### src/rtl/memory_arbiter_nch.sv
// rtl/memory_arbiter_nch.sv - N-channel arbiter between cache miss/writeback ports and the external memory port
module memory_arbiter_nch #(
    parameter int NUM_CH         = 4,
    parameter int ADDR_W         = 24,
    parameter int BLOCK_WORDS    = 4,
    parameter int ARB_MODE       = 0,
    parameter int TIMEOUT_CYCLES = 1024
) (
    input  logic                     clock_i,
    input  logic                     resetn_i,
    input  logic [NUM_CH-1:0]        ch_req_i,
    input  logic [NUM_CH-1:0]        ch_reqBlock_i,
    input  logic [NUM_CH-1:0]        ch_rw_i,
    input  logic [NUM_CH*ADDR_W-1:0] ch_add_i,
    input  logic [NUM_CH*32-1:0]     ch_data_i,
    output logic [31:0]              ch_data_o,
    output logic [NUM_CH-1:0]        ch_valid_o,
    output logic [NUM_CH-1:0]        ch_ready_o,
    output logic [NUM_CH-1:0]        ch_done_o,
    output logic [NUM_CH-1:0]        grant_o,
    output logic                     mem_req_o,
    output logic                     mem_reqBlock_o,
    output logic                     mem_rw_o,
    output logic [ADDR_W-1:0]        mem_add_o,
    output logic [31:0]              mem_data_o,
    input  logic [31:0]              mem_data_i,
    input  logic                     mem_ready_i,
    input  logic                     mem_valid_i,
    input  logic                     mem_done_i,
    output logic [1:0]               exception_o
);

    localparam int IDX_W = (NUM_CH > 1) ? $clog2(NUM_CH) : 1;
    // Counter must reach BLOCK_WORDS+1 so a surplus beat is distinguishable from a full block
    localparam int CNT_W = $clog2(BLOCK_WORDS + 2);
    localparam int WD_W  = $clog2(TIMEOUT_CYCLES + 2);

    typedef enum logic [1:0] {
        ST_IDLE,
        ST_ISSUE,
        ST_XFER,
        ST_DONE
    } state_t;

    state_t            state;
    logic [IDX_W-1:0]  g_idx;
    logic [IDX_W-1:0]  rr_ptr;
    logic [IDX_W-1:0]  win_idx;
    logic [IDX_W-1:0]  cand;
    logic              win_found;
    logic              lat_rw;
    logic              lat_block;
    logic [CNT_W-1:0]  beat_cnt;
    logic [CNT_W-1:0]  beat_next;
    logic [CNT_W-1:0]  exp_beats;
    logic [WD_W-1:0]   wd_cnt;
    logic              in_xfer;
    logic              beat_raw;
    logic              beat_fwd;
    logic              wd_expire;

    logic [ADDR_W-1:0] add_arr   [NUM_CH];
    logic [31:0]       wdata_arr [NUM_CH];

    for (genvar k = 0; k < NUM_CH; k++) begin : g_unpack
        assign add_arr[k]   = ch_add_i[k*ADDR_W +: ADDR_W];
        assign wdata_arr[k] = ch_data_i[k*32 +: 32];
    end

    assign in_xfer   = (state == ST_XFER);
    assign exp_beats = lat_block ? CNT_W'(BLOCK_WORDS) : CNT_W'(1);

    // A beat is a write-accept or a read-valid; the other strobe is meaningless for the direction
    assign beat_raw  = in_xfer && (lat_rw ? mem_ready_i : mem_valid_i);
    // Only the first exp_beats beats reach the channel; extras still count toward the mismatch check
    assign beat_fwd  = beat_raw && (beat_cnt < exp_beats);
    assign beat_next = (beat_raw && (beat_cnt != '1)) ? beat_cnt + CNT_W'(1) : beat_cnt;

    // Watchdog fires when the idle run in XFER reaches TIMEOUT_CYCLES; zero disables it
    assign wd_expire = (TIMEOUT_CYCLES != 0) && in_xfer && !beat_raw &&
                       ((32'(wd_cnt) + 32'd1) == 32'(TIMEOUT_CYCLES));

    // Winner selection: rotating search after rr_ptr, or lowest set index in fixed mode
    always_comb begin
        win_found = 1'b0;
        win_idx   = '0;
        cand      = '0;
        if (ARB_MODE == 1) begin
            for (int i = NUM_CH - 1; i >= 0; i--) begin
                if (ch_req_i[i]) begin
                    win_found = 1'b1;
                    win_idx   = IDX_W'(i);
                end
            end
        end else begin
            for (int i = 1; i <= NUM_CH; i++) begin
                cand = IDX_W'((32'(rr_ptr) + 32'(i)) % 32'(NUM_CH));
                if (!win_found && ch_req_i[cand]) begin
                    win_found = 1'b1;
                    win_idx   = cand;
                end
            end
        end
    end

    // Zero-latency data paths between memory and the granted channel
    always_comb begin
        ch_data_o  = '0;
        ch_valid_o = '0;
        ch_ready_o = '0;
        mem_data_o = '0;
        if ((state == ST_ISSUE) || in_xfer) begin
            mem_data_o = wdata_arr[g_idx];
        end
        if (in_xfer && !lat_rw) begin
            ch_data_o         = mem_data_i;
            ch_valid_o[g_idx] = beat_fwd;
        end
        if (in_xfer && lat_rw) begin
            ch_ready_o[g_idx] = beat_fwd;
        end
    end

    // Transaction FSM with registered grant, request strobe, latched fields and sticky exceptions
    always_ff @(posedge clock_i or negedge resetn_i) begin
        if (!resetn_i) begin
            state          <= ST_IDLE;
            g_idx          <= '0;
            rr_ptr         <= IDX_W'(NUM_CH - 1);
            lat_rw         <= 1'b0;
            lat_block      <= 1'b0;
            beat_cnt       <= '0;
            wd_cnt         <= '0;
            grant_o        <= '0;
            ch_done_o      <= '0;
            mem_req_o      <= 1'b0;
            mem_reqBlock_o <= 1'b0;
            mem_rw_o       <= 1'b0;
            mem_add_o      <= '0;
            exception_o    <= 2'b00;
        end else begin
            mem_req_o <= 1'b0;
            ch_done_o <= '0;
            case (state)
                ST_IDLE: begin
                    if (win_found && mem_ready_i) begin
                        g_idx          <= win_idx;
                        lat_rw         <= ch_rw_i[win_idx];
                        lat_block      <= ch_reqBlock_i[win_idx];
                        mem_rw_o       <= ch_rw_i[win_idx];
                        mem_reqBlock_o <= ch_reqBlock_i[win_idx];
                        mem_add_o      <= add_arr[win_idx];
                        mem_req_o      <= 1'b1;
                        grant_o        <= NUM_CH'(1) << win_idx;
                        state          <= ST_ISSUE;
                    end
                end
                ST_ISSUE: begin
                    rr_ptr   <= g_idx;
                    beat_cnt <= '0;
                    wd_cnt   <= '0;
                    state    <= ST_XFER;
                end
                ST_XFER: begin
                    beat_cnt <= beat_next;
                    wd_cnt   <= beat_raw ? '0 : wd_cnt + WD_W'(1);
                    if (mem_done_i) begin
                        if (beat_next != exp_beats) begin
                            exception_o[0] <= 1'b1;
                        end
                        ch_done_o <= NUM_CH'(1) << g_idx;
                        state     <= ST_DONE;
                    end else if (wd_expire) begin
                        exception_o[1] <= 1'b1;
                        ch_done_o      <= NUM_CH'(1) << g_idx;
                        state          <= ST_DONE;
                    end
                end
                ST_DONE: begin
                    grant_o <= '0;
                    state   <= ST_IDLE;
                end
                default: begin
                    grant_o <= '0;
                    state   <= ST_IDLE;
                end
            endcase
        end
    end

endmodule

### config.mk
export PLATFORM = sky130hd
export DESIGN_NAME = memory_arbiter_nch
export DESIGN_NICKNAME = d
export VERILOG_FILES = /design/src/rtl/memory_arbiter_nch.sv
export SDC_FILE = /design/constraint.sdc
export NUM_CORES = 1
export LEC_CHECK = 0
export ABC_CLOCK_PERIOD_IN_PS = 3380
export BUFFER_PORTS_ARGS = -buffer_cell sky130_fd_sc_hd__clkbuf_2
export CORE_AREA = 2 2 148 150
export CTS_CLUSTER_SIZE = 10
export DETAILED_ROUTE_END_ITERATION = 12
export DIE_AREA = 0 0 150 152
export PLACE_DENSITY = 0.49
export RECOVER_POWER = 50
export SYNTH_ARGS = -nofsm -noshare
export SYNTH_HDL_FRONTEND = slang
export SYNTH_SLANG_ARGS = --single-unit
### constraint.sdc
create_clock -name clock_i -period 3.38 [get_ports clock_i]
set_input_delay 0.169 -clock clock_i [delete_from_list [all_inputs] [get_ports clock_i]]
set_output_delay 0.169 -clock clock_i [all_outputs]
set_load 0.01 [all_outputs]
---- After elaboration in Yosys (flattened, before gate mapping) ----
Cells that the tools add are included.
operators by class
  $add $sub $neg .......................... 7
  magnitude comparators ................... 10
  equality and inequality tests ........... 8
  shift-type cells ........................ 2
  mux-type cells .......................... 49
  bitwise gates (word level) .............. 4
  reductions and logical operators ........ 26
operators by type and width
  operator                                                                      number
  32-bit two-way mux                                                            4
  32-bit binary-select mux with 2-bit select                                    1
  24-bit binary-select mux with 2-bit select                                    1
  24-bit two-way mux                                                            2
  4-bit two-way mux                                                             6
  11-bit one-hot mux with 2 select lines                                        1
  2-bit by 3-bit less-than comparator with 1-bit output, second input constant  6
  1-bit two-way mux                                                             14
  2-bit two-way mux                                                             7
  11-bit by 1-bit adder with 12-bit output, second input constant               1
  1-bit binary-select mux with 2-bit select                                     6
  12-bit by 11-bit == test with 1-bit output, second input constant             1
  1-bit logical AND                                                             12
  11-bit by 1-bit adder with 11-bit output, second input constant               1
  11-bit two-way mux                                                            1
  2-bit one-hot mux with 4 select lines                                         1
  4-bit one-hot mux with 2 select lines                                         1
  1-bit by 2-bit << shifter with 4-bit output, first input constant             2
  3-bit >= comparator, second input constant                                    2
  3-bit two-way mux                                                             2
  2-bit inverter with 3-bit output                                              2
  3-bit one-hot mux with 2 select lines                                         1
  2-bit AND reduction                                                           3
  3-bit AND reduction                                                           2
  other kinds (18)                                                              26
storage, ports and cells
  register bits after elaboration ......... 57
  output and inout bits ................... 109

---- Longest topological paths before layout ----
Gate-level depths: netlist of the first run.
  word-level depth ........................ 17
  gate-level depth with buffers ........... 8
  gate-level depth less buffers ........... 7

---- Worst setup path after synthesis of the first run ----
No wires, ideal clock.
  kind .................................... register -> register
  from .................................... reg wd_cnt[0]
  to ...................................... reg state[1]
  library setup time ...................... 128 ps
  arrival time ............................ 2,184 ps
  required time ........................... 3,252 ps
  path slack .............................. 1,068 ps
  cell stages (with the launch flop) ...... 9
  cell sequence ........................... dfrtp_1 ha_1 buf_2 xor2_1 or4_4 a211oi_2 nand4_2 a31oi_2 mux2_1
on the way
  word-level cells in the longest chain between the ends .. 5
ends and longest elaborated chain
  element                                                     RTL line  source
  from (decl)                                                 56        logic [WD_W-1:0] wd_cnt;
  from (signal assigned)                                      166       wd_cnt <= beat_raw ? '0 : wd_cnt + WD_W'(1);
  11-bit by 1-bit adder with 12-bit output                    81        ((32'(wd_cnt) + 32'd1) == 32'(TIMEOUT_CYCLES));
  12-bit by 11-bit == test with 1-bit output                  81
  1-bit logical AND                                           80        assign wd_expire = (TIMEOUT_CYCLES != 0) && in_xfer && !beat_raw &&
  3-bit by 2-bit inequality test with 1-bit output (no line)  -
  2-bit AND reduction (no line)                               -
  to (signal assigned)                                        127       state <= ST_IDLE;
  to (signal assigned)                                        155       state <= ST_ISSUE;
  to (signal assigned)                                        162       state <= ST_XFER;
  to (decl)                                                   45        state_t state;
Every way passes these cells.
A chain may end at the register's enable or synchronous reset.

---- Worst setup path after layout of the first run ----
Same ends and word-level chain as after synthesis.

==> results of run 1 <==
## synthesized netlist by cell type (5+ instances only)
cell type	number	area [um2]
and2_1	64	400
dfrtp_1	55	1380
nor2_1	48	180
mux4_2	32	721
mux2i_1	31	310
nand2_1	31	116
mux2_2	29	327
a221o_1	25	250
clkbuf_1	18	67.6
o21ai_0	18	90.1
inv_1	16	60.1
buf_2	11	55.1
ha_1	10	125
nand3_1	9	45.0
a21oi_1	8	40.0
nor3_1	7	35.0
nand2b_1	6	37.5
buf_1	5	18.8
## state kept, by name (all words and copies together) (netlist names)
| signal | flops |
|---|---|
| rr_ptr | 2 |
| wd_cnt | 11 |
| g_idx | 2 |
| beat_cnt | 3 |
| lat_rw | 1 |
| lat_block | 1 |
| mem_add_o | 24 |
| exception_o | 2 |
| ch_done_o | 4 |
| state | 2 |
| grant_o | 4 |
| mem_req_o | 1 |
## power breakdown
group          internal, mW  total, mW  leakage (nW)  switching, mW
sequential            0.917       1.11         0.733          0.191
clock                 0.727       1.07         0.171          0.339
combinational          1.51       3.19          2.70           1.68
## area by class of cell
class,instances,area (um2)
Fill cell,2256,14100
Multi-Input combinational cell,367,3090
Timing Repair Buffer,390,1940
Sequential cell,57,1430
Tap cell,280,350
Clock buffer,9,225
Clock inverter,7,125
Inverter,16,60.1
## routing by layer
| metal | part of all wire | vias to the layer above |
|---|---|---|
| li1 | - | 2486 |
| met1 | 0.41 | 2313 |
| met2 | 0.49 | 259 |
| met3 | 0.083 | 24 |
| met4 | 0.016 | 0 |
| met5 | 0 | - |
## cell usage in the layout, fill, tap and decap left out, types with 2 or more instances in the layout
master     count
a22oi_1        2
and3_1         2
nand3_1       10
nand3b_1       2
o31ai_1        4
nor2b_1        2
nor3_1         7
buf_4          7
mux2_2        29
clkbuf_16      9
mux4_2        32
bufinv_16      3
nand2b_1       6
nand2_1       31
nor2_1        47
a21oi_1        8
a221o_1       25
o41ai_1        2
mux2i_1       31
nor3b_1        4
clkbuf_1      39
o21ai_0       18
or3_1          2
o22ai_1        4
ha_1          10
clkbuf_2     343
dfrtp_1       54
and2_1        64
inv_1         16
inv_6          2
a31oi_1        2
clkinv_4       2
## critical path, cell delays in order, from the launching register on
cell and delay (ns):
dfrtp_1 0.43, ha_1 0.33, nand4_1 0.20, or3_1 0.38, o31ai_1 0.28, nand4_2 0.17
a31oi_2 0.25, mux2_1 0.34
## metrics by stage
step	instance area (um2)	utilization	instances	hold WS [ns]
floorplan	4710	-	474	-0.127
detailed placement	6920	0.324	1110	0.443
CTS	7270	0.341	1126	0.0831
global placement	6920	0.324	1110	0.436
finish	7220	0.338	1126	0.142
global route	7220	0.338	1126	0.145
## worst max-delay path by stage
stage                               end  cells after the start  slack (ns)       from
final                          state[1]                      7        0.87  wd_cnt[0]
after global routing           g_idx[0]                      1        0.49   resetn_i
after CTS                 ch_valid_o[0]                      6        0.82   state[0]
after detailed placement       state[1]                      7        0.89  wd_cnt[0]
after global placement         state[1]                      7        0.92  wd_cnt[0]
after floorplan                state[1]                      8        1.07  wd_cnt[0]
## logic make-up (layout without fill, tap and decap cells)
group           after synthesis  in the layout
fa+ha+maj                    10             10
flops                        57             57
buf+inv                      50            422
compound gates               77             77
mux                          93             93
simple gates                185            185
xor+xnor                      2              2
==> metrics.md, run 1 <==
| Metric | Value |
|---|---|
| DRT Pass-1 Iters | 4 |
| RSZ-0062 raised after global routing | no |
| Synth Area in XOR/XNOR | 0.00372 |
| Clock Sinks | 57 |
| Final net count | 1124 |
| Syn-to-layout area delta | 53.4% |
| Worst-Margin Slew | roughly 2.5 ns |
| Post-Route Setup TNS | 0 ns |
| Via-to-Cell Ratio | around 4.5 |
| Ys flop type | dfrtp_1 |
| Total Wirelength | 18.3 mm |
| RR Endpoint | state[1] |
| Slew margin rel. | -0.686 |
| RePlAce Congestion | slightly above 0.8 |
| Met3 GRT Util | 0.0342 |
| Clock skew | 0.00998 ns |
| Outcome | complete, but fails checks |
| Ys Warns | 0 |
| Simple-gate share of the synthesized area | 0.205 |
| Largest net degree at the start of global routing | 57 |
| Post-synthesis sequential area ratio | 0.304 |
| Crit share post-route | 0.744 |
| Critical path peak fanout | 7 |
| Residual DRC | 0 |
| Number of global-route vias before repair | 5187 |
| Synth unique cells | between 50 and 60 |
| CTS Hold Bufs | 0 |
| GRT overflow | 0 |
| CP Class | reg2reg |
| Post-route ant nets | 0 |
| Slew Limit Fails | between 40 and 50 |
| IO Port Bufs | 381 |
| Met2 GRT Util | 0.273 |
| TritonCTS clock tree | built |
| R2r setup slk | 0.87 ns |
| Final setup vio count | 0 |
| Hold Path Sink | exception_o[0] |
| Compound-cell area share of the yosys netlist | 0.127 |
| Crit. End Element | register |
| Via count | 5082 |
| Post-layout min period | 2.51 ns |
| Post-synthesis register bit count | 57 |
| Initial core utilization | 0.220 |
| CP Data Arrival Time | around 2.7 ns |
| DP Worst Slack | roughly 0.9 ns |
| Max cap viols | 1 |
| Final Hold Viols | 0 |
| Syn nets | 757 |
| Die footprint | 22800 um2 |
| Gr usage total | 0.156 |
| R2r startpoint | wd_cnt[0] |
| M1 GR Usage | 0.193 |
| R2R depth | 7 |
| Required @ worst endpoint | around 3.6 ns |
| Synth Area per Inst | ~9.9 um2 |
| Ys async rst share | 1.00 |
| Worst ir drop on vdd | around 0.31 mV |
| IO Count | 382 |
| Largest family of logic cells by synthesized area | multiplexers |
| Fmax achieved | approximately 0.40 GHz |
| Final setup slack of the worst path | between 0.8 and 0.9 ns |
| Clock buffer count from CTS | 9 |
| Worst-Skew Late Latency | 0.33 ns |
| Hold Path Stages | 2 |
| Total Power | between 5 and 6 mW |
| Post-DP HPWL | about 15 mm |
| Cells after Synth | 474 |
| Initial DRC Count | ~220 |
| Share of cells above drive strength 1 | 0.518 |
| Clock root buffer master | clkbuf_16 |
| CTS HTree Levels | 3 |
| Min-delay worst type | in2reg |
| Clock buffer depth | 2 |
| Antenna diode count | 0 |
| Mapped Area | 4710 um2 |
| Grt peak-use layer | met2 |
| Clk pin slew, worst setup/hold paths | 0.06 ns |
| Routed len/inst | about 16 um |
| Die width | 150 um |
| First-pass GRT wire length | around 28 mm |
| Postcts setup bufs | 0 |
| Power per cell area | between 700 and 800 nW/um2 |
| HP Start | mem_done_i |
| Multiplexer share of the synthesized area | 0.291 |
| Crit path launch type | register |
| Synthesized-area fraction occupied by adder cells | 0.0266 |
| Initial antenna violation count | 0 |
| Failing checks | capacitance limit, slew limit |
| Cts repair resizes | 0 |
| EDFF count, synth | 0 |
| Row count | 54 |
| Die Ht | 152 um |
| Core Region | 21400 um2 |
| Static leakage | between 3 and 4 nW |
Power figures use the tool's default switching activity.
==> inputs of run 2 (changes only) <==
--- a/config.mk
+++ b/config.mk
@@ -5,13 +5,13 @@
 export SDC_FILE = /design/constraint.sdc
 export NUM_CORES = 1
 export LEC_CHECK = 0
-export ABC_CLOCK_PERIOD_IN_PS = 3380
+export ABC_CLOCK_PERIOD_IN_PS = 2500
 export BUFFER_PORTS_ARGS = -buffer_cell sky130_fd_sc_hd__clkbuf_2
-export CORE_AREA = 2 2 148 150
+export CORE_AREA = 2 2 149 151
 export CTS_CLUSTER_SIZE = 10
 export DETAILED_ROUTE_END_ITERATION = 12
-export DIE_AREA = 0 0 150 152
-export PLACE_DENSITY = 0.49
+export DIE_AREA = 0 0 151 153
+export PLACE_DENSITY = 0.48
 export RECOVER_POWER = 50
 export SYNTH_ARGS = -nofsm -noshare
 export SYNTH_HDL_FRONTEND = slang
==> constraint.sdc (replaced) <==
create_clock -name clock_i -period 2.5 [get_ports clock_i]
set_input_delay 0.125 -clock clock_i [delete_from_list [all_inputs] [get_ports clock_i]]
set_output_delay 0.125 -clock clock_i [all_outputs]
set_load 0.01 [all_outputs]
==> run 2 against run 1 <==
The flow now finishes without violations. Final cell count up 0.98%. Cell area up 2.4%. Global-route usage up 0.21 points. Highest routed layer unchanged. Die area up 1.3%. Clock-buffer cell count up 2.
==> metrics.md, run 2 (same netlist as run 1, synthesis figures left out) <==
| Metric | Value |
|---|---|
| CP max-delay cell | dfrtp_1 |
| GRT overflow | 0 (unchanged) |
| Routed len/inst | 16.5 um (+1.8%) |
| Initial DRC Count | 143 (-35%) |
| Outcome | finished, final reports clean |
| R2R depth | 7 (unchanged) |
| Final setup vio count | 0 (unchanged) |
| Post-Route Setup TNS | 0 ns (unchanged) |
| Largest net degree at the start of global routing | 57 (unchanged) |
| Total Wirelength | 18.8 mm (+2.8%) |
| Worst-Skew Late Latency | 0.33 ns (about the same) |
| DRT Pass-1 Iters | 4 (unchanged) |
| Die width | 151 um (+0.67%) |
| Critical path peak fanout | 5 (-2) |
| RePlAce Congestion | 0.800 (-2.6%) |
| DP Worst Slack | 0.145 ns (-0.742 ns) |
| R2r startpoint | wd_cnt[1] |
| Worst ir drop on vdd | 0.451 mV (+47%) |
| Final core occ | 0.344 (+0.00585) |
| Number of global-route vias before repair | 5054 (-2.6%) |
| Worst setup path endpoint | state[1] |
| Residual DRC | 0 (unchanged) |
| Comb pwr share | 0.578 (-0.017) |
| Syn-to-layout area delta | 57.0% |
| NetSw | 3.00 mW (+35%) |
| Final net count | 1135 (+0.98%) |
| Grt peak-use layer | met2 |
| Post-layout min period | 2.32 ns (-0.194 ns) |
| R2r setup slk | 0.18 ns (-0.69 ns) |
| Bufs and invs on worst path | 0 (unchanged) |
| Commonest non-fill, non-tap cell in the layout | clkbuf_2 |
| Crit. path cell count | 7 (unchanged) |
| RR Endpoint | state[1] |
| Most flops, register | mem_add_o |
| Worst-Margin Slew | 1.37 ns (-1.16 ns) |
| CP Class | reg2reg |
| TritonCTS clock tree | built |
| Clock Power Share | 0.207 (+0.009) |
| Via-to-Cell Ratio | 4.47 (-1.0%) |
| Clock skew | 0.00721 ns (-0.00277 ns) |
| Core Region | 21500 um2 (+0.63%) |
| Clock buffer depth | 2 (unchanged) |
| CP peak stage delay | 0.41 ns (-0.02 ns) |
| CTS HTree Levels | 3 (unchanged) |
| Clock buffer count from CTS | 9 (unchanged) |
| Fmax achieved | 0.431 GHz (+8.4%) |
| P_int | 4.55 mW (+44%) |
| Final setup slack of the worst path | 0.179 ns (-0.686 ns) |
| CP delay by family, top | simple AND/OR/NAND/NOR gates |
| Final Hold Viols | 0 (unchanged) |
| Slew Limit Fails | 0 (-100%) |
| Antenna diode count | 0 (unchanged) |
| Slew margin rel. | 0.0862 (+0.773) |
| Max reg flops | 24 (unchanged) |
| M1 GR Usage | 0.205 (+0.0125) |
| Power per cell area | 1020 nW/um2 (+37%) |
| Clock Sinks | 57 (unchanged) |
| Via count | 5078 (-0.079%) |
| Clk pin slew, worst setup/hold paths | 0.05 ns (about the same) |
| Worst Hold Margin | 0.0925 ns (-0.0495 ns) |
| Share of cells above drive strength 1 | 0.531 (+0.0132) |
| CP cell instances | ha_1 -> nand4_1 -> or3_1 -> o31ai_2 -> nand4_2 -> a31oi_2 -> mux2_1 |
| Static leakage | 3.69 nW (+2.4%) |
| Largest regs | mem_add_o (24), wd_cnt (11) |
| Placed insts | 1119 (+0.81%) |
| Initial antenna violation count | 0 (unchanged) |
| Post-DP HPWL | 15.6 mm (+4.4%) |
| Met3 GRT Util | 0.0287 (-0.00558) |
| Crit share post-route | 0.928 (+0.184) |
| Most frequent cells in the layout | clkbuf_2, and2_1, dfrtp_1 |
| Filler cell count | 2293 (+1.6%) |
| IO Count | 382 (unchanged) |
| Initial core utilization | 0.219 (-0.00139) |
| Crit path launch type | register |
| Post-route insts no fill | 1137 (+0.98%) |
| Max cap viols | 0 (-1) |
| Clock root buffer master | clkbuf_16 |
| RSZ-0062 raised after global routing | no |
| Row count | 54 (unchanged) |
| IO Port Bufs | 381 (unchanged) |
| Required @ worst endpoint | 2.71 ns (-0.88 ns) |
| Die Ht | 153 um (+0.66%) |
| Met2 GRT Util | 0.266 (-0.00752) |
| Sw Share | 0.397 (-0.0152) |
| First-pass GRT wire length | 28.4 mm (+1.9%) |
| CP Launch Point | wd_cnt[1] |
| Min-delay worst type | in2reg |
| Post-route ant nets | 0 (unchanged) |
| Crit. End Element | register |
| CP Data Arrival Time | 2.53 ns (-0.19 ns) |
| Flop pwr share | 0.215 (+0.009) |
| Die footprint | 23100 um2 (+1.3%) |
| Gr usage total | 0.158 (+0.00210) |
-- run 2: per-stage QoR --
stage	power, mW	cell area [um2]
floorplan	4.30	4710
global placement	6.14	7040
detailed placement	6.13	7040
CTS	7.73	7430
global route	8.13	7390
finish	7.54	7390
-- run 2: how the worst min path moves through the flow --
stage,startpoint,end,depth (start not counted)
2_1_floorplan,resetn_i,beat_cnt[0],0
3_3_place_gp,resetn_i,state[1],1
3_5_place_dp,resetn_i,state[1],1
4_1_cts,mem_done_i,exception_o[0],2
5_1_grt,mem_done_i,exception_o[0],2
6_report,mem_done_i,exception_o[0],2
-- run 2: final cells by class --
class	count	area, um2	area share
tap	280	350	0.0474
clock buffer	11	253	0.0342
multi-input combinational	367	3110	0.421
timing repair buffer	401	2060	0.278
clock inverter	5	125	0.0169
inverter	16	60.1	0.00813
sequential	57	1430	0.194
-- run 2: power groups by stage --
stage	logic [mW]	clock network [mW]	registers, mW
6_report	4.36	1.56	1.62
3_3_place_gp	4.48	0	1.66
3_5_place_dp	4.48	0	1.64
5_1_grt	4.81	1.64	1.68
4_1_cts	4.49	1.60	1.64
2_1_floorplan	2.74	0	1.55
-- run 2: repair_timing --
item	CTS	global route
setup buffers	0	1
resized for setup	0	4
hold buffers	1	0
hold endpoints to repair	22	0
endpoints found under the setup margin	0	6
-- run 2: metal layers --
metal | share of wire | vias up | wire [um]
li1 | - | 2506 | -
met1 | 0.42 | 2328 | 7990
met2 | 0.49 | 226 | 9150
met3 | 0.071 | 18 | 1340
met4 | 0.017 | 0 | 325
met5 | 0 | - | 0
==> inputs of run 3 (changes only) <==
--- a/config.mk
+++ b/config.mk
@@ -5,13 +5,14 @@
 export SDC_FILE = /design/constraint.sdc
 export NUM_CORES = 1
 export LEC_CHECK = 0
+export ABC_AREA = 1
 export ABC_CLOCK_PERIOD_IN_PS = 2500
 export BUFFER_PORTS_ARGS = -buffer_cell sky130_fd_sc_hd__clkbuf_2
 export CORE_AREA = 2 2 149 151
 export CTS_CLUSTER_SIZE = 10
 export DETAILED_ROUTE_END_ITERATION = 12
 export DIE_AREA = 0 0 151 153
-export PLACE_DENSITY = 0.48
+export PLACE_DENSITY = 0.5
 export RECOVER_POWER = 50
 export SYNTH_ARGS = -nofsm -noshare
 export SYNTH_HDL_FRONTEND = slang
==> run 3 against run 2 <==
Final cell count increased by 29%. Clock power decreased by 8%. Non-clock buffer count decreased by 1. Register-to-register slack improved by 0.14 ns. Highest routed layer unchanged. Critical path depth unchanged.
==> metrics.md, run 3 <==
| Metric | Value |
|---|---|
| Die Ht | 153 um (unchanged) |
| Largest net degree at the start of global routing | 53 (-7.0%) |
| Clock Sinks | 57 (unchanged) |
| Final setup vio count | 0 (unchanged) |
| Syn nets | 1105 (+46%) |
| Design Area, Final | 7560 um2 (+2.3%) |
| Via count | 6784 (+34%) |
| Required @ worst endpoint | 2.38 ns (-0.33 ns) |
| Final core occ | 0.352 (+0.00780) |
| Top post-synthesis cells by area | dfrtp_1, nand2_1, a22oi_1 |
| Most flops, register | mem_add_o |
| Post-synthesis sequential area ratio | 0.282 (-0.0216) |
| Area of the multi-input gates | 3070 um2 (-1.4%) |
| Area after DPL | 7250 um2 (+3.0%) |
| Via-to-Cell Ratio | 4.64 (+3.8%) |
| Clock skew | 0.0111 ns (+0.00387 ns) |
| Static leakage | 4.41 nW (+19%) |
| Power per cell area | 1330 nW/um2 (+30%) |
| Leading area contributor after synthesis | dfrtp_1 |
| Core Region | 21500 um2 (unchanged) |
| Ys flop type | dfrtp_1 |
| Synth unique cells | 33 (-35%) |
| Final net count | 1461 (+29%) |
| Post-synthesis register bit count | 57 (unchanged) |
| Share of cells above drive strength 1 | 0.335 (-0.196) |
| CP Data Arrival Time | 2.13 ns (-0.40 ns) |
| Number of global-route vias before repair | 6221 (+23%) |
| Die footprint | 23100 um2 (unchanged) |
| Initial core utilization | 0.236 (+0.0168) |
| IO Count | 382 (unchanged) |
| Row count | 54 (unchanged) |
| Cells after Synth | 822 (+73%) |
| Worst-Skew Late Latency | 0.34 ns (about the same) |
| Residual DRC | 0 (unchanged) |
| Commonest cells post-synth | nand2_1, inv_1, a22oi_1 |
| Antenna diode count | 0 (unchanged) |
| Post-layout min period | 2.26 ns (-0.0651 ns) |
| CP Class | reg2out |
| Clock buffer depth | 2 (unchanged) |
| IO Port Bufs | 381 (unchanged) |
| Total Wirelength | 23.2 mm (+23%) |
| Critical path peak fanout | 8 (+3) |
| Commonest non-fill, non-tap cell in the layout | clkbuf_2 |
| Final Hold Viols | 0 (unchanged) |
| Routed len/inst | 15.9 um (-4.1%) |
| Worst-Margin Slew | 1.13 ns (-0.236 ns) |
| Max reg flops | 24 (unchanged) |
| Mapped Area | 5070 um2 (+7.7%) |
| FF+latch area | 1430 um2 (-0.26%) |
| Crit. End Element | output port |
| Max cap viols | 0 (unchanged) |
| Final setup slack of the worst path | 0.245 ns (+0.0651 ns) |
| Largest regs | mem_add_o (24), wd_cnt (11) |
| Top cell type's share of synthesized area | 0.272 (-0.0208) |
| Initial DRC Count | 451 (+220%) |
| DRT Pass-1 Iters | 5 (+1) |
| Initial antenna violation count | 0 (unchanged) |
| Most frequent cell after synthesis | nand2_1 |
| Ys Warns | 0 (unchanged) |
| Postcts setup bufs | 0 (unchanged) |
| Clock root buffer master | clkbuf_16 |
| EDFF count, synth | 0 (unchanged) |
| Gr usage total | 0.192 (+0.0343) |
| DP Worst Slack | 0.305 ns (+0.160 ns) |
| Post-route ant nets | 0 (unchanged) |
| Filler cell count | 2412 (+5.2%) |
| Ys async rst share | 1.00 (unchanged) |
| Syn-to-layout area delta | 49.1% |
| Crit path launch type | register |
| GRT overflow | 0 (unchanged) |
| CTS HTree Levels | 3 (unchanged) |
| Fmax achieved | 0.443 GHz (+2.9%) |
| Post-Route Setup TNS | 0 ns (unchanged) |
| Die width | 151 um (unchanged) |
| TritonCTS clock tree | built |
| Synth Area per Inst | 6.16 um2 (-38%) |
| Min-delay worst type | in2reg |
| Worst ir drop on vdd | 0.843 mV (+87%) |
| RSZ-0062 raised after global routing | no |
| Slew margin rel. | 0.243 (+0.157) |
| Slew Limit Fails | 0 (unchanged) |
| RePlAce Congestion | 0.881 (+10%) |
| Clock buffer count from CTS | 9 (unchanged) |
| Crit share post-route | 0.902 (-0.0260) |
| Most frequent cells in the layout | clkbuf_2, nand2_1, inv_1 |
| Outcome | finished, final reports clean |
| Post-DP HPWL | 18.1 mm (+16%) |
| First-pass GRT wire length | 34.7 mm (+22%) |
| Clk pin slew, worst setup/hold paths | 0.06 ns (about the same) |
| Worst Hold Margin | 0.105 ns (+0.0125 ns) |
==> run 3: changes by cell type after synthesis, moves of 10 or more <==
| cell | change |
|---|---|
| nand4_1 | +54 |
| and2_1 | -64 |
| a22oi_1 | +62 |
| nand2_1 | +312 |
| mux2i_1 | -31 |
| mux2_2 | -29 |
| mux4_2 | -32 |
| a21oi_1 | +24 |
| a221o_1 | -25 |
| inv_1 | +59 |
| clkbuf_1 | +10 |
==> run 3: through the flow <==
stage,total power [mW],instances
final,10.0,1463
after floorplan,6.39,822
after global routing,11.0,1463
after detailed placement,8.64,1446
after CTS,10.2,1463
after global placement,8.66,1446
==> run 3: path summary, 6_finish.rpt <==
| path | cells after the start | slack, ns | start | endpoint |
|---|---|---|---|---|
| min in group asynchronous | 2 | 0.53 | resetn_i | mem_add_o[16] |
| setup / recovery | 7 | 0.24 | state[0] | ch_ready_o[3] |
| max in group asynchronous | 3 | 0.76 | resetn_i | wd_cnt[1] |
| hold reg to reg | 2 | 0.46 | exception_o[0] | exception_o[0] |
| setup reg to reg | 15 | 0.32 | rr_ptr[0] | mem_add_o[7] |
| hold / removal | 4 | 0.11 | mem_done_i | exception_o[1] |
==> run 3: per-layer routing <==
metal,wire length (um),up-vias,GRT usage
met1,10400,3075,0.264
li1,-,3404,-
met5,0,-,0
met3,1680,22,0.0397
met2,10800,283,0.313
met4,307,0,0.0374
==> run 3: cell type report <==
| cell class | instances | area share |
|---|---|---|
| Sequential cell | 57 | 0.189 |
| Multi-Input combinational cell | 630 | 0.406 |
| Timing Repair Buffer | 400 | 0.272 |
| Inverter | 80 | 0.0404 |
| Clock buffer | 11 | 0.0321 |
| Tap cell | 280 | 0.0464 |
| Clock inverter | 5 | 0.0136 |
==> run 3: kinds of logic after synthesis <==
family	after synthesis	synth area share
simple gates	484	0.400
buf+inv	135	0.115
compound gates	128	0.164
flops	57	0.282
fa+ha+maj	10	0.0247
xor+xnor	8	0.0138
==> run 3: worst max-delay path, stage by stage (launching register included) <==
cell and delay, ns:
dfrtp_1 0.41, inv_1 0.12, ha_1 0.35, nand2_1 0.13, a211oi_2 0.28, nand2_1 0.11, nor2_1 0.20, clkbuf_2 0.19
==> run 3: where the power goes <==
group | switching, mW | internal (mW) | total [mW]
logic | 4.66 | 2.44 | 7.10
clock network | 0.446 | 0.998 | 1.44
registers | 0.239 | 1.23 | 1.47
==> run 3: what timing repair did <==
| action | CTS | global route |
|---|---|---|
| hold buffers | 1 | 0 |
| endpoints found under the setup margin | 0 | 3 |
| hold endpoints to repair | 17 | 0 |
| gates resized for setup | 0 | 1 |
